===== config.mk =====
export PLATFORM = sky130hd
export DESIGN_NAME = pix_adj_ctrl
export DESIGN_NICKNAME = d
export VERILOG_FILES = /design/src/rtl/pix_ctrl_pkg.sv /design/src/rtl/key_debounce.sv /design/src/rtl/pix_adj_ctrl.sv
export SDC_FILE = /design/constraint.sdc
export NUM_CORES = 1
export LEC_CHECK = 0
export ABC_AREA = 0
export ABC_CLOCK_PERIOD_IN_PS = 1800
export CAP_MARGIN = 25
export CORE_UTILIZATION = 50
export CTS_BUF_LIST = sky130_fd_sc_hd__clkbuf_8
export DETAILED_ROUTE_END_ITERATION = 12
export DONT_BUFFER_PORTS = 1
export PLACE_DENSITY = 0.74
export SLEW_MARGIN = 20
export SYNTH_ARGS = -nofsm -noshare
export SYNTH_HDL_FRONTEND = slang
export SYNTH_SLANG_ARGS = --single-unit
export TNS_END_PERCENT = 100

===== constraint.sdc =====
create_clock -name clk -period 1.8 [get_ports clk]
set_clock_uncertainty 0.05 [all_clocks]
set_input_delay 0.36 -clock clk [delete_from_list [all_inputs] [get_ports clk]]
set_output_delay 0.36 -clock clk [all_outputs]
set_load 0.01 [all_outputs]

===== src/rtl/pix_ctrl_pkg.sv =====
// Shared definitions for the front-panel filter adjustment controllers.
package pix_ctrl_pkg;

  typedef enum logic [2:0] {
    IDLE     = 3'd0,
    PEND     = 3'd1,
    HOLD     = 3'd2,
    RPT      = 3'd3,
    WAIT_REL = 3'd4
  } state_t;

  typedef enum logic {
    UP = 1'b0,
    DN = 1'b1
  } dir_t;

  function automatic int unsigned max_u(input int unsigned a, input int unsigned b);
    return (a > b) ? a : b;
  endfunction

endpackage


===== src/rtl/key_debounce.sv =====
// Raw key conditioning: 2-flop synchronizer, stability counter, registered rising edge.
module key_debounce #(
  parameter int unsigned DB_CYCLES = 500000
) (
  input  logic clk,
  input  logic rst_n,
  input  logic raw,
  output logic level,
  output logic rise
);

  localparam int unsigned CW = $clog2(DB_CYCLES + 1);

  logic [1:0]    sync_q;
  logic [1:0]    vld_q;
  logic [CW-1:0] cnt_q, cnt_d;
  logic          level_q, level_d;
  logic          rise_q, rise_d;
  logic          seen_low_q, seen_low_d;
  logic          s;

  assign s = sync_q[1];

  // A key held through reset never produces a rise; it must be seen low first.
  always_comb begin
    cnt_d      = '0;
    level_d    = level_q;
    rise_d     = 1'b0;
    seen_low_d = seen_low_q | (vld_q[1] & ~s);
    if (s != level_q) begin
      if (cnt_q == CW'(DB_CYCLES - 1)) begin
        level_d = s;
        rise_d  = s & seen_low_q;
      end else begin
        cnt_d = cnt_q + 1'b1;
      end
    end
  end

  always_ff @(posedge clk or negedge rst_n) begin
    if (!rst_n) begin
      sync_q     <= '0;
      vld_q      <= '0;
      cnt_q      <= '0;
      level_q    <= 1'b0;
      rise_q     <= 1'b0;
      seen_low_q <= 1'b0;
    end else begin
      sync_q     <= {sync_q[0], raw};
      vld_q      <= {vld_q[0], 1'b1};
      cnt_q      <= cnt_d;
      level_q    <= level_d;
      rise_q     <= rise_d;
      seen_low_q <= seen_low_d;
    end
  end

  assign level = level_q;
  assign rise  = rise_q;

endmodule


===== src/rtl/pix_adj_ctrl.sv =====
// Filter selection and frame-aligned inc/dec pulse generation with auto-repeat.
module pix_adj_ctrl
  import pix_ctrl_pkg::*;
#(
  parameter int unsigned N_FILT        = 4,
  parameter int unsigned DB_CYCLES     = 500000,
  parameter int unsigned HOLD_FRAMES   = 30,
  parameter int unsigned REPEAT_FRAMES = 8
) (
  input  logic                      clk,
  input  logic                      rst_n,
  input  logic                      frame_en,
  input  logic                      key_up,
  input  logic                      key_dn,
  input  logic                      key_sel,
  output logic [N_FILT-1:0]         inc_out,
  output logic [N_FILT-1:0]         dec_out,
  output logic [$clog2(N_FILT)-1:0] sel_idx,
  output logic                      busy
);

  localparam int unsigned SW = $clog2(N_FILT);
  localparam int unsigned FW = $clog2(max_u(HOLD_FRAMES, REPEAT_FRAMES) + 1);
  localparam logic [FW-1:0] HOLD_LAST = FW'(HOLD_FRAMES - 1);
  localparam logic [FW-1:0] RPT_LAST  = FW'(REPEAT_FRAMES - 1);

  logic up_lvl, up_rise, dn_lvl, dn_rise, sel_lvl_unused, sel_rise;

  key_debounce #(.DB_CYCLES(DB_CYCLES)) u_db_up (
    .clk(clk), .rst_n(rst_n), .raw(key_up), .level(up_lvl), .rise(up_rise)
  );
  key_debounce #(.DB_CYCLES(DB_CYCLES)) u_db_dn (
    .clk(clk), .rst_n(rst_n), .raw(key_dn), .level(dn_lvl), .rise(dn_rise)
  );
  key_debounce #(.DB_CYCLES(DB_CYCLES)) u_db_sel (
    .clk(clk), .rst_n(rst_n), .raw(key_sel), .level(sel_lvl_unused), .rise(sel_rise)
  );

  state_t            state_q, state_d;
  dir_t              dir_q, dir_d;
  logic [FW-1:0]     fcnt_q, fcnt_d;
  logic [SW-1:0]     sel_q, sel_d;
  logic [N_FILT-1:0] inc_q, inc_d, dec_q, dec_d, onehot;
  logic              busy_q;
  logic              fire, dir_lvl, opp_lvl;

  assign dir_lvl = (dir_q == UP) ? up_lvl : dn_lvl;
  assign opp_lvl = (dir_q == UP) ? dn_lvl : up_lvl;
  assign onehot  = {{(N_FILT-1){1'b0}}, 1'b1} << sel_q;

  always_comb begin
    state_d = state_q;
    dir_d   = dir_q;
    fcnt_d  = fcnt_q;
    sel_d   = sel_q;
    fire    = 1'b0;
    if (sel_rise) sel_d = (sel_q == SW'(N_FILT - 1)) ? '0 : sel_q + 1'b1;
    if (sel_rise && state_q != IDLE) begin
      state_d = WAIT_REL;
    end else begin
      unique case (state_q)
        IDLE: begin
          if (up_rise || dn_rise) begin
            if (up_lvl && dn_lvl) begin
              state_d = WAIT_REL;
            end else begin
              dir_d   = up_rise ? UP : DN;
              state_d = PEND;
            end
          end
        end
        PEND: begin
          if (opp_lvl) begin
            state_d = WAIT_REL;
          end else if (frame_en) begin
            fire    = 1'b1;
            fcnt_d  = '0;
            state_d = HOLD;
          end
        end
        HOLD, RPT: begin
          if (opp_lvl) begin
            state_d = WAIT_REL;
          end else if (!dir_lvl) begin
            state_d = IDLE;
          end else if (frame_en) begin
            if (fcnt_q == ((state_q == HOLD) ? HOLD_LAST : RPT_LAST)) begin
              fire    = 1'b1;
              fcnt_d  = '0;
              state_d = RPT;
            end else begin
              fcnt_d = fcnt_q + 1'b1;
            end
          end
        end
        WAIT_REL: begin
          if (!up_lvl && !dn_lvl) state_d = IDLE;
        end
        default: state_d = IDLE;
      endcase
    end
    inc_d = (fire && dir_q == UP) ? onehot : '0;
    dec_d = (fire && dir_q == DN) ? onehot : '0;
  end

  always_ff @(posedge clk or negedge rst_n) begin
    if (!rst_n) begin
      state_q <= IDLE;
      dir_q   <= UP;
      fcnt_q  <= '0;
      sel_q   <= '0;
      inc_q   <= '0;
      dec_q   <= '0;
      busy_q  <= 1'b0;
    end else begin
      state_q <= state_d;
      dir_q   <= dir_d;
      fcnt_q  <= fcnt_d;
      sel_q   <= sel_d;
      inc_q   <= inc_d;
      dec_q   <= dec_d;
      busy_q  <= (state_d != IDLE);
    end
  end

  assign inc_out = inc_q;
  assign dec_out = dec_q;
  assign sel_idx = sel_q;
  assign busy    = busy_q;

endmodule


==> impl_metrics.tcl, run 1 <==
set metrics [dict create \
    status "finished with violations" \
    violations "negative hold slack, negative setup slack" \
    clock_latency_ns 0.36 \
    reg2reg_depth 6 \
    dr.pass1.iters 5 \
    cts.sink_count 94 \
    setup_tns_ns -1.56 \
    critical_path.cell_chain "or3b_1 > mux2i_2 > nand4_2 > a2111oi_4 > buf_2 > and3b_1" \
    finalWorstSetupSlack_ns -0.176 \
    cts.path.max_buffers 2 \
    synth_area_per_cell_um2 10.4 \
    port_buffers 0 \
    grt_antenna_before_repair 0 \
    nNetsFinal 487 \
    cts_root_buf "clkbuf_8" \
    route.vias.total 3113 \
    dpl.hpwl_um 5130 \
    stdcell_area_mm2 0.00521 \
    crit_start "fcnt_q[4]$_DFFE_PN0P_" \
    max_freq_ghz 0.506 \
    rows 33 \
    ys_types 52 \
    crit_path_top_delay_cell "dfrtp_1" \
    endpoint "inc_out[2]$_DFF_PN0_" \
    finalHoldWorstSlack_ns -0.370 \
    cp_data_arrival_time_ns 2.24 \
    grt.total_usage_pct 19.0 \
    die_h_um 95.8 \
    via_per_inst 5.34 \
    yosysSeqAreaShare_pct 53.5 \
    grt_pass1_vias 2947 \
    path_delay_family "simple AND/OR/NAND/NOR gates" \
    synth_nets 437 \
    drc 0 \
    drt.antenna.violating_nets 0 \
    pin_count 17 \
    synthArstFlopShare_pct 100 \
    grt_pass1_wl_um 13400 \
    rsz0062_at_grt "yes" \
    dpl_cell_area_mm2 0.00478 \
    core_area_mm2 0.00838 \
    ys_ff_latch 94 \
    r2r_end "inc_out[2]$_DFF_PN0_" \
    hold_class "primary input to asynchronous set/reset pin" \
    start_kind "flop" \
    synth_edf_count 0 \
    worstPathMaxFanout 5 \
    period_share_pct 110 \
    final_cell_mix "93 x dfrtp_1, 71 x nor2_1, 40 x buf_4" \
    grt_max_degree 95 \
    cap_viol_max_count 0 \
    final-setup-viol-count 11 \
    routed_wl_um 7960 \
    final_common_cell "dfrtp_1" \
    power.density_mw_per_mm2 700 \
    initial_core_util_pct 52.5 \
    path_class "flop to flop" \
    critical_path_required_ns 2.06 \
    vdd_drop_max_mv 0.507 \
    synth_area_mm2 0.00440 \
    grt_overflow 0 \
    cpPeakStageDelay_ns 0.39 \
    synth-main-ff-cell "dfrtp_1" \
    hold_buffers 3 \
    r2r_setup_slack_ns -0.18 \
    cts-htree-levels 3 \
    path_buf_inv 1 \
    syn_inst 423 \
    cts-buffers-inserted 9 \
    fp.dieW_um 95.8 \
    min_period_ns 1.98 \
    cts_tree "done" \
    power.leakage_uw 0.00234 \
    hold_violations 94 \
    p_total_uw 3650 \
    drt_iter0_drc 140 \
    cp-end-kind "flop" \
    gp_congestion 0.797 \
    dieArea_mm2 0.00917 \
    routedWlPerCell_um 13.6 \
    syn_to_final_growth_pct 18.4 \
    r2r_start "fcnt_q[4]$_DFFE_PN0P_" \
    finalMaxSlewViolations 0 \
    critical_path_depth 6 \
    drive_above_1_share_pct 21.3 \
    fillers 680 \
    ys_warn_count 0 \
    clkTransAtPathRegs_ns 0.09 \
    n_antenna_cell 0 \
]
## routing by layer
metal | vias to the layer above | part of all wire [%] | global-route usage (%)
met5 | - | 0 | 0
met2 | 47 | 47 | 29.6
met1 | 1527 | 48 | 25.3
li1 | 1526 | - | -
met4 | 0 | 1.6 | 8.08
met3 | 13 | 3.4 | 4.66
## state kept, by name, indices dropped and copies added, names as in the netlist, 2 cells and up
name / cells
state_q: 3
fcnt_q: 5
dec_out: 4
inc_out: 4
u_db_up.cnt_q: 19
u_db_dn.cnt_q: 19
sel_idx: 2
u_db_sel.cnt_q: 19
u_db_sel.sync_q: 2
u_db_dn.sync_q: 2
u_db_up.sync_q: 2
## final cells by class
class | instances | area (µm²) | share of cell area (%)
Inverter | 14 | 52.6 | 1.01
Clock inverter | 7 | 72.6 | 1.39
Multi-Input combinational cell | 305 | 2060 | 39.6
Tap cell | 105 | 131 | 2.52
Timing Repair Buffer | 49 | 409 | 7.86
Clock buffer | 9 | 124 | 2.38
Sequential cell | 94 | 2350 | 45.2
## logic make-up after synthesis
group,count (synthesis),share of synthesized area (%)
compound gates,25,4.32
xor+xnor,55,11.0
fa+ha+maj,9,2.50
buf+inv,27,3.13
flops,94,53.5
mux,6,1.48
other cells,1,0.0853
simple gates,206,24.0
## through the flow
stage	utilization [%]	std cells	worst slack, ns
floorplan	-	423	-0.151
CTS	60.1	574	-0.177
global placement	57.1	552	-0.132
finish	62.1	583	-0.176
detailed placement	57.1	552	-0.181
global route	62.1	583	-0.290
## report_power, final
part           total (µW)  internal, µW  switching [µW]
registers            2160          2140            24.4
logic                97.0          48.9            48.1
clock network        1390           644             745
## cell usage after synthesis (2+ instances only)
| cell | n | area (µm²) |
|---|---|---|
| ha_1 | 8 | 100 |
| a21o_1 | 3 | 22.5 |
| nor4b_1 | 2 | 17.5 |
| or3_1 | 3 | 18.8 |
| xor2_1 | 33 | 289 |
| nand2_1 | 32 | 120 |
| o21ai_0 | 6 | 30.0 |
| buf_4 | 3 | 22.5 |
| and3_1 | 12 | 75.1 |
| nand3b_1 | 2 | 15.0 |
| inv_1 | 14 | 52.6 |
| nand3_1 | 25 | 125 |
| nor4_1 | 5 | 31.3 |
| clkbuf_1 | 5 | 18.8 |
| nand4_1 | 11 | 68.8 |
| nor2_1 | 73 | 274 |
| xnor2_1 | 22 | 193 |
| and3b_1 | 3 | 26.3 |
| buf_2 | 2 | 10.0 |
| dfrtp_1 | 94 | 2350 |
| mux2i_1 | 2 | 20.0 |
| and4_1 | 4 | 35.0 |
| nand4b_1 | 4 | 35.0 |
| nor3_1 | 12 | 60.1 |
| or2_2 | 4 | 25.0 |
| buf_6 | 3 | 33.8 |
| mux2_2 | 4 | 45.0 |
| a21oi_1 | 8 | 40.0 |
## worst min path at each step
| stage | start | endpoint | cells past startpoint | slack (ns) |
|---|---|---|---|---|
| final | rst_n | u_db_dn.cnt_q[7]$_DFF_PN0_ | 0 | -0.37 |
| after global placement | rst_n | u_db_dn.cnt_q[10]$_DFF_PN0_ | 0 | 0.02 |
| after global routing | rst_n | u_db_dn.cnt_q[7]$_DFF_PN0_ | 0 | -0.40 |
| after detailed placement | rst_n | u_db_dn.cnt_q[7]$_DFF_PN0_ | 0 | 0.02 |
| after floorplan | rst_n | busy$_DFF_PN0_ | 0 | 0.01 |
| after CTS | rst_n | u_db_up.cnt_q[7]$_DFF_PN0_ | 0 | -0.39 |
## timing repair
action,CTS,global route
setup buffers,1,8
gates cloned,2,2
pin swaps,3,13
resized for setup,4,26
hold endpoints to repair,97,94
endpoints found under the setup margin,20,52
No activity file was read; power rests on OpenSTA's default activity.
==> run 2: changes to the inputs <==
--- a/config.mk
+++ b/config.mk
@@ -6,13 +6,13 @@
 export NUM_CORES = 1
 export LEC_CHECK = 0
 export ABC_AREA = 0
-export ABC_CLOCK_PERIOD_IN_PS = 1800
+export ABC_CLOCK_PERIOD_IN_PS = 2100
 export CAP_MARGIN = 25
 export CORE_UTILIZATION = 50
 export CTS_BUF_LIST = sky130_fd_sc_hd__clkbuf_8
 export DETAILED_ROUTE_END_ITERATION = 12
 export DONT_BUFFER_PORTS = 1
-export PLACE_DENSITY = 0.74
+export PLACE_DENSITY = 0.71
 export SLEW_MARGIN = 20
 export SYNTH_ARGS = -nofsm -noshare
 export SYNTH_HDL_FRONTEND = slang
==> constraint.sdc (replaced) <==
create_clock -name clk -period 2.1 [get_ports clk]
set_clock_uncertainty 0.05 [all_clocks]
set_input_delay 0.42 -clock clk [delete_from_list [all_inputs] [get_ports clk]]
set_output_delay 0.42 -clock clk [all_outputs]
set_load 0.01 [all_outputs]
==> run 2 against run 1 <==
  * Largest cell class unchanged
  * The flow finishes with violations (negative hold slack)
  * Wire length is 8.9% lower
  * First-iteration DRC count down 14%
  * Sequential share of layout area is 4.1 points higher
  * Largest power group unchanged
==> impl_metrics.tcl, run 2 (synthesis gave the netlist of run 1 again) <==
set metrics [dict create \
    min_period_ns 1.98 \
    cts-htree-levels 3 \
    hold_class "primary input to asynchronous set/reset pin" \
    dieArea_mm2 0.00917 \
    p_total_uw 3010 \
    initial_core_util_pct 52.5 \
    drive_above_1_share_pct 11.3 \
    cp_data_arrival_time_ns 2.18 \
    critical_path_required_ns 2.30 \
    pin_count 17 \
    syn_to_final_growth_pct 8.53 \
    route.vias.total 2930 \
    status "finished with violations" \
    gp_congestion 0.831 \
    period_share_pct 94.4 \
    cts_tree "done" \
    power_frac_seq_pct 61.5 \
    final-setup-viol-count 0 \
    dr.pass1.iters 4 \
    finalMaxSlewViolations 0 \
    final_common_cell "dfrtp_1" \
    max_freq_ghz 0.504 \
    cpPeakStageDelay_ns 0.70 \
    p_sw_uw 658 \
    dpl_cell_area_mm2 0.00455 \
    n_antenna_cell 0 \
    critical_path.cell_chain "or4b_2 > nor4_2 > or2_2 > buf_12 > nor2_1" \
    power.leakage_uw 0.00213 \
    dp_slack_ns -0.0282 \
    cts.sink_count 94 \
    drc 0 \
    p_int_uw 2350 \
    routedWlPerCell_um 13.3 \
    clock_latency_ns 0.36 \
    worstPathMaxFanout 18 \
    dpl.hpwl_um 4890 \
    hold_violations 94 \
    swShare_pct 21.9 \
    core_area_mm2 0.00838 \
    final_cell_mix "94 x dfrtp_1, 73 x nor2_1, 33 x xor2_1" \
    port_buffers 0 \
    rsz0062_at_grt "no" \
    routed_wl_um 7250 \
    cap_viol_max_count 0 \
    cts.path.max_buffers 2 \
    fillers 730 \
    cp-end-kind "flop" \
    start_kind "flop" \
    crit_path_top_delay_cell "or4b_2" \
    reg.largest.list "u_db_dn.cnt_q x19, u_db_sel.cnt_q x19, u_db_up.cnt_q x19" \
    grt_overflow 0 \
    grt_pass1_wl_um 12500 \
    finalHoldWorstSlack_ns -0.307 \
    vdd_drop_max_mv 0.377 \
    power.density_mw_per_mm2 630 \
    rows 33 \
    grt.total_usage_pct 17.6 \
    violations "negative hold slack" \
    drt.antenna.violating_nets 0 \
    grt_pass1_vias 2889 \
    stdcell_area_mm2 0.00477 \
    cts-buffers-inserted 9 \
    pwr-share-comb_pct 1.8 \
    fp.dieW_um 95.8 \
    clkTransAtPathRegs_ns 0.09 \
    grt_antenna_before_repair 0 \
    nNetsFinal 450 \
    path_class "flop to flop" \
    die_h_um 95.8 \
    via_per_inst 5.37 \
    grt_max_degree 95 \
    drt_iter0_drc 121 \
    p_clk_share_pct 36.7 \
    finalCoreUtilization_pct 56.9 \
    finalWorstSetupSlack_ns 0.117 \
    cts_root_buf "clkbuf_8" \
]
## run 2: cell type report
class                   count  area, µm²  area share [%]
clock buffers              11        151            3.17
inverters                  14       52.6            1.10
flip-flops and latches     94       2350            49.3
clock inverters             5       33.8           0.708
repair buffers             15        129            2.70
well taps                 105        131            2.75
multi-input cells         302       1920            40.3
## run 2: repair_timing
item,CTS,global route
hold endpoints to repair,94,94
setup buffers,1,1
pin swaps,1,2
resized for setup,0,4
endpoints found under the setup margin,8,29
## run 2: path summary, 6_finish.rpt
check	from	slack, ns	cells after the start	to
hold reg to reg	u_db_sel.sync_q[0]$_DFF_PN0_	0.31	0	u_db_sel.sync_q[1]$_DFF_PN0_
hold / removal	rst_n	-0.31	0	u_db_dn.level$_DFFE_PN0P_
setup / recovery	u_db_up.cnt_q[12]$_DFF_PN0_	0.12	5	u_db_up.cnt_q[12]$_DFF_PN0_
min in group clk	key_dn	0.03	0	u_db_dn.sync_q[0]$_DFF_PN0_
setup reg to reg	u_db_up.cnt_q[12]$_DFF_PN0_	0.12	5	u_db_up.cnt_q[12]$_DFF_PN0_
max in group asynchronous	rst_n	2.15	0	u_db_dn.cnt_q[9]$_DFF_PN0_
## run 2: critical path: cells and delay by family, from the launching register on
family	cells	cell delay [ns]
DFF	1	0.43
buffers and inverters	1	0.14
and+or+nand+nor	4	1.25
## run 2: power by group through the flow
stage / Sequential [µW] / Combinational (µW) / Clock [µW]
detailed placement: 1890 / 56.9 / 0
finish: 1850 / 55.3 / 1100
floorplan: 1880 / 47.3 / 0
global route: 1850 / 65.5 / 1200
global placement: 1880 / 55.4 / 0
CTS: 1850 / 57.0 / 1150
## run 2: routing by layer
layer / GRT usage (%) / up-vias / part of all wire (%)
met3: 4.19 / 13 / 3.2
met1: 22.4 / 1422 / 47
met4: 6.72 / 0 / 1.5
met5: 0 / - / 0
met2: 29.2 / 36 / 48
li1: - / 1459 / -
## run 2: through the flow
stage,setup TNS (ns),cells
5_1_grt,0,546
3_5_place_dp,-0.0282,528
6_report,0,546
4_1_cts,0,545
2_1_floorplan,0,423
3_3_place_gp,0,528
